--- src/rtl/root_square.sv ---
// root_square: sequential radicand reconstructor, d = q*q + r (mod 2^32), via a 16-step LSB-first shift-add.
// Optional macro SQUARE_RANGE_CHECK_EN adds the err output (remainder > 2q, or 32-bit overflow).
module root_square (
    input  logic        clk,
    input  logic        clrn,
    input  logic [15:0] q,
    input  logic [16:0] r,
    input  logic        load,
    output logic [31:0] d,
    output logic        busy,
    output logic        ready,
    output logic [3:0]  count
`ifdef SQUARE_RANGE_CHECK_EN
    ,
    output logic        err
`endif
);

    logic [31:0] reg_a_q, reg_a_d;
    logic [15:0] reg_m_q, reg_m_d;
    logic [32:0] reg_acc_q, reg_acc_d;
    logic [3:0]  count_q, count_d;
    logic        busy_q, busy_d;
    logic        ready_q, ready_d;
    logic [31:0] addend_s;
    logic [32:0] acc_sum_s;
`ifdef SQUARE_RANGE_CHECK_EN
    logic        err_q, err_d;
`endif

    // Next-state logic: load wins over an in-flight iteration; idle holds everything.
    always_comb begin
        reg_a_d   = reg_a_q;
        reg_m_d   = reg_m_q;
        reg_acc_d = reg_acc_q;
        count_d   = count_q;
        busy_d    = busy_q;
        ready_d   = ready_q;
`ifdef SQUARE_RANGE_CHECK_EN
        err_d     = err_q;
`endif
        addend_s  = reg_m_q[0] ? reg_a_q : 32'd0;
        acc_sum_s = reg_acc_q + {1'b0, addend_s};

        if (load) begin
            reg_a_d   = {16'd0, q};
            reg_m_d   = q;
            reg_acc_d = {16'd0, r};
            count_d   = 4'd0;
            busy_d    = 1'b1;
            ready_d   = 1'b0;
`ifdef SQUARE_RANGE_CHECK_EN
            err_d     = (r > {q, 1'b0});
`endif
        end else if (busy_q) begin
            reg_acc_d = acc_sum_s;
            reg_a_d   = {reg_a_q[30:0], 1'b0};
            reg_m_d   = {1'b0, reg_m_q[15:1]};
            count_d   = count_q + 4'd1;
            // The sixteenth step finishes the product; count wraps back to zero naturally.
            if (count_q == 4'hf) begin
                busy_d  = 1'b0;
                ready_d = 1'b1;
`ifdef SQUARE_RANGE_CHECK_EN
                err_d   = err_q | acc_sum_s[32];
`endif
            end else begin
                busy_d  = 1'b1;
                ready_d = 1'b0;
            end
        end else begin
            busy_d  = 1'b0;
            ready_d = ready_q;
        end
    end

    // State registers with asynchronous active-low clear.
    always_ff @(posedge clk or negedge clrn) begin
        if (!clrn) begin
            reg_a_q   <= 32'd0;
            reg_m_q   <= 16'd0;
            reg_acc_q <= 33'd0;
            count_q   <= 4'd0;
            busy_q    <= 1'b0;
            ready_q   <= 1'b0;
`ifdef SQUARE_RANGE_CHECK_EN
            err_q     <= 1'b0;
`endif
        end else begin
            reg_a_q   <= reg_a_d;
            reg_m_q   <= reg_m_d;
            reg_acc_q <= reg_acc_d;
            count_q   <= count_d;
            busy_q    <= busy_d;
            ready_q   <= ready_d;
`ifdef SQUARE_RANGE_CHECK_EN
            err_q     <= err_d;
`endif
        end
    end

    assign d     = reg_acc_q[31:0];
    assign busy  = busy_q;
    assign ready = ready_q;
    assign count = count_q;
`ifdef SQUARE_RANGE_CHECK_EN
    assign err   = err_q;
`endif

endmodule

--- config.mk ---
export PLATFORM = sky130hd
export DESIGN_NAME = root_square
export DESIGN_NICKNAME = d
export VERILOG_FILES = /design/src/rtl/root_square.sv
export SDC_FILE = /design/constraint.sdc
export NUM_CORES = 1
export LEC_CHECK = 0
export ABC_AREA = 0
export ABC_CLOCK_PERIOD_IN_PS = 2900
export BUFFER_PORTS_ARGS = -buffer_cell sky130_fd_sc_hd__buf_4
export CORE_MARGIN = 8
export CORE_UTILIZATION = 59
export DETAILED_ROUTE_END_ITERATION = 12
export HOLD_SLACK_MARGIN = 0.06
export PLACE_DENSITY = 0.89
export SLEW_MARGIN = 20
export SYNTH_ARGS = -nofsm -noshare
export SYNTH_HDL_FRONTEND = slang
export SYNTH_SLANG_ARGS = --single-unit
--- constraint.sdc ---
create_clock -name clk -period 2.9 [get_ports clk]
set_input_delay 0.87 -clock clk [delete_from_list [all_inputs] [get_ports clk]]
set_output_delay 0.87 -clock clk [all_outputs]
set_load 0.05 [all_outputs]
==> metrics.log <==
INFO  metric outcome = finished, final reports clean
INFO  metric cp-end-kind = flip-flop
INFO  metric routed_wirelength = 15.2 mm
INFO  metric rsz_0062_raised_after_global_routing = yes
INFO  metric clock_skew = 10.5 ps
INFO  metric detail-route-antenna-nets = 0
INFO  metric end_of_flow_core_utilization = 0.701
INFO  metric finalInstanceArea = 6760 sq um
INFO  metric grt_start_max_net_pins = 83
INFO  metric htree_num_levels = 3
INFO  metric grt_first_pass_wirelength = 24.9 mm
INFO  metric final_report_setup_violation_count = 0
INFO  metric fillerInstances = 795
INFO  metric globalRouteOverflowTotal = 0
INFO  metric clock_insertion_delay_worst_skew = 370 ps
INFO  metric leakagePower = 3.20 nW
INFO  metric die_height = 115 microns
INFO  metric hold-worst-slack = 466 ps
INFO  metric clock_tree.root_cell = sky130_fd_sc_hd__clkbuf_8
INFO  metric worst_ep_arrival_time = 3100 ps
INFO  metric drv_cap = 0
INFO  metric synth.yosys.warnings = 0
INFO  metric avgViaCountPerCell = 5.86
INFO  metric tritoncts_num_sinks = 86
INFO  metric top_signal_layer_used = met4
INFO  metric period_needed = 2840 ps
INFO  metric relSlewSlack = 0.639
INFO  metric clockBufferDepth = 2
INFO  metric internal-power = 2.37 mW
INFO  metric synthDistinctLibCells = 59
INFO  metric wl_met2 = 6.82 mm
INFO  metric syn_to_final_growth = 16.9%
INFO  metric wl_per_cell = 17.7 microns
INFO  metric dp_slack = 26.6 ps
INFO  metric fin_ws = 58.5 ps
INFO  metric post-route-period-util = 0.980
INFO  metric synthesis.area_per_instance = 8.82 sq um
INFO  metric clock_tree_from_tritoncts = yes
INFO  metric syn-instance-count = 655
INFO  metric first_global_vias = 4,959
INFO  metric detailed_route_iter0_violations = 350
INFO  metric fp-row-count = 36
INFO  metric start_util = 0.599
INFO  metric routed-wl-met3 = 1.05 mm
INFO  metric critical_path_fanout_max = 23
INFO  metric tightest_slew = 534 ps
INFO  metric cp.required = 3150 ps
INFO  metric die_area = 13,200 sq um
INFO  metric synth-edff-count = 0
INFO  metric io_buffers = 73
INFO  metric netlist_area = 5780 sq um
INFO  metric diodes = 0
INFO  metric syn-num-nets = 724
INFO  metric yosys_register_bits = 86
INFO  metric grt_antenna_before_repair = 0
INFO  metric fmax = 0.352 GHz
INFO  metric coreArea = 9640 sq um
INFO  metric hpwl = 11.4 mm
INFO  metric worst_setup_hold_path_clk_slew = 100 ps
INFO  metric category_of_the_most_critical_setup_path = flip-flop to flip-flop
INFO  metric detailroute.via_count = 5,025
INFO  metric hp-class = input port to async pin
INFO  metric detail_route.drc_violations = 0
INFO  metric startpoint_types = flip-flop
INFO  metric post_dp_cell_area = 6460 sq um
INFO  metric routabilityCongestion = 0.956
INFO  metric design.final.nets = 789
INFO  metric power.density = 606 nW/um^2
INFO  metric max_slew_vio_count = 0
INFO  metric combPwrFrac = 0.437
INFO  metric power_frac_seq = 0.361
INFO  metric drt-met1-wl = 7.12 mm
INFO  metric firstDrtPassIters = 6
INFO  metric clock_power_frac = 0.202
INFO  metric finalHoldViolations = 0
INFO  metric ir_worst_vdd = 0.383 mV
INFO  metric die_x = 115 microns
INFO  metric total_chip_power = 4.10 mW
INFO  metric area_of_combinational_cells_with_multiple_inputs = 3460 sq um
INFO  metric synth_ff_type = sky130_fd_sc_hd__dfrtp_1
INFO  metric io_pins = 74
INFO  metric postSynth.asyncResetShare = 1.00
INFO  metric cts.hold.buffers_added = 0
INFO  metric grt_use_total = 0.238
INFO  metric switching_share = 0.422
INFO  metric total_switching_power = 1.73 mW
INFO  metric post_route_cells_drive_above_1_share = 0.194
INFO  metric area.sequential = 2150 sq um
INFO  metric synth_sequential_area_ratio = 0.372
INFO  metric clock_buffer_count_from_cts = 9
## kinds of logic after synthesis
logic type / synth area share
DFF: 0.372
adders and majority gates: 0.0728
AOI/OAI and AO/OA: 0.205
muxes: 0.0557
xor gates and xnor gates: 0.0394
and+or+nand+nor: 0.212
buffers and inverters: 0.0435
## through the flow
stage                     setup TNS, ps  std cells
after global placement                0        839
after floorplan                       0        655
after CTS                             0        855
after detailed placement              0        839
after global routing              -46.6        858
final                                 0        858
## final timing paths
kind	end	slack, ps	depth (start not counted)	startpoint
min reg2reg	reg_m_q[8]	530	2	reg_m_q[8]
max in group asynchronous	busy	1790	2	clrn
min in group clk	reg_m_q[8]	530	2	reg_m_q[8]
max	reg_acc_q[25]	60	11	reg_m_q[0]
max reg2reg	reg_acc_q[25]	60	11	reg_m_q[0]
min	reg_acc_q[31]	470	1	clrn
## cells in the final DEF (no fill, tap or decap), types with 3 or more instances in the layout
cell and n:
sky130_fd_sc_hd__a22oi_1 5, sky130_fd_sc_hd__inv_1 8, sky130_fd_sc_hd__mux2i_1 31, sky130_fd_sc_hd__o21a_1 5
sky130_fd_sc_hd__a211oi_1 32, sky130_fd_sc_hd__nor3_1 6, sky130_fd_sc_hd__nand2b_1 3, sky130_fd_sc_hd__and3_1 5
sky130_fd_sc_hd__a21oi_2 3, sky130_fd_sc_hd__ha_1 28, sky130_fd_sc_hd__a31oi_1 6, sky130_fd_sc_hd__a21o_2 4
sky130_fd_sc_hd__nand4_1 11, sky130_fd_sc_hd__nand3_1 8, sky130_fd_sc_hd__nor2b_1 33, sky130_fd_sc_hd__a21oi_1 39
sky130_fd_sc_hd__o21bai_1 5, sky130_fd_sc_hd__o211ai_1 3, sky130_fd_sc_hd__buf_4 95, sky130_fd_sc_hd__o21ai_0 38
sky130_fd_sc_hd__a221oi_2 3, sky130_fd_sc_hd__clkbuf_8 10, sky130_fd_sc_hd__and2_1 46, sky130_fd_sc_hd__nand2_1 51
sky130_fd_sc_hd__xnor2_1 14, sky130_fd_sc_hd__xor2_1 12, sky130_fd_sc_hd__dfrtp_1 84, sky130_fd_sc_hd__nor2_1 77
sky130_fd_sc_hd__a21o_1 10
## power by group through the flow
stage	combinational (mW)	sequential [mW]	clock, mW
6_report	1.79	1.48	0.829
5_1_grt	1.93	1.50	0.891
4_1_cts	1.70	1.47	0.845
3_5_place_dp	1.69	1.49	0
3_3_place_gp	1.68	1.48	0
2_1_floorplan	0.917	1.77	0
## critical path: stages, from the launching register on
cell                       delay [ps]
sky130_fd_sc_hd__dfrtp_2          450
sky130_fd_sc_hd__buf_4            200
sky130_fd_sc_hd__and2_1           180
sky130_fd_sc_hd__ha_1             320
sky130_fd_sc_hd__buf_4            170
sky130_fd_sc_hd__a21o_1           200
sky130_fd_sc_hd__a31oi_1          200
sky130_fd_sc_hd__o21bai_1         120
sky130_fd_sc_hd__o21ai_2          200
sky130_fd_sc_hd__a21oi_1          110
sky130_fd_sc_hd__or3_1            330
sky130_fd_sc_hd__a32o_1           250
## layout make-up
class / instances / share of cell area
multi-input combinational: 517 / 0.512
tap: 133 / 0.0246
clock inverter: 6 / 0.00741
sequential: 86 / 0.319
timing repair buffer: 98 / 0.112
inverter: 8 / 0.00444
clock buffer: 10 / 0.0204
## sequential cells by signal, indices dropped and copies added (netlist names)
signal and flops:
reg_m_q 16, count 4, ready 1, reg_acc_q 32, busy 1, reg_a_q 32
## synth_stat cells (4+ instances only)
cell type	instances	share of area
sky130_fd_sc_hd__o21a_1	5	0.0065
sky130_fd_sc_hd__a21o_2	4	0.0061
sky130_fd_sc_hd__inv_1	8	0.0052
sky130_fd_sc_hd__a21o_1	10	0.013
sky130_fd_sc_hd__dfrtp_1	86	0.37
sky130_fd_sc_hd__clkbuf_1	30	0.019
sky130_fd_sc_hd__nand3_1	8	0.0069
sky130_fd_sc_hd__and3_1	5	0.0054
sky130_fd_sc_hd__a21oi_1	41	0.036
sky130_fd_sc_hd__a22oi_1	5	0.0065
sky130_fd_sc_hd__mux2i_1	31	0.054
sky130_fd_sc_hd__a211oi_1	34	0.044
sky130_fd_sc_hd__xor2_1	12	0.018
sky130_fd_sc_hd__nor2b_1	33	0.036
sky130_fd_sc_hd__xnor2_1	14	0.021
sky130_fd_sc_hd__nand4_1	11	0.012
sky130_fd_sc_hd__nor3_1	6	0.0052
sky130_fd_sc_hd__ha_1	32	0.069
sky130_fd_sc_hd__and2_1	46	0.050
sky130_fd_sc_hd__a31oi_1	6	0.0065
sky130_fd_sc_hd__nor2_1	78	0.051
sky130_fd_sc_hd__a221oi_1	4	0.0061
sky130_fd_sc_hd__o21ai_0	39	0.034
sky130_fd_sc_hd__nand2_1	51	0.033
sky130_fd_sc_hd__o21bai_1	5	0.0065
## timing repair
item	4_1_cts	5_1_grt
resized for setup	0	19
setup endpoints to repair	0	10
setup buffers	0	3
## routing by layer
metal | vias up | global-route usage
met5 | - | 0
met4 | 0 | 0.0674
met3 | 16 | 0.0499
met2 | 168 | 0.361
met1 | 2397 | 0.334
li1 | 2444 | -
No activity file was read; power rests on OpenSTA's default activity.
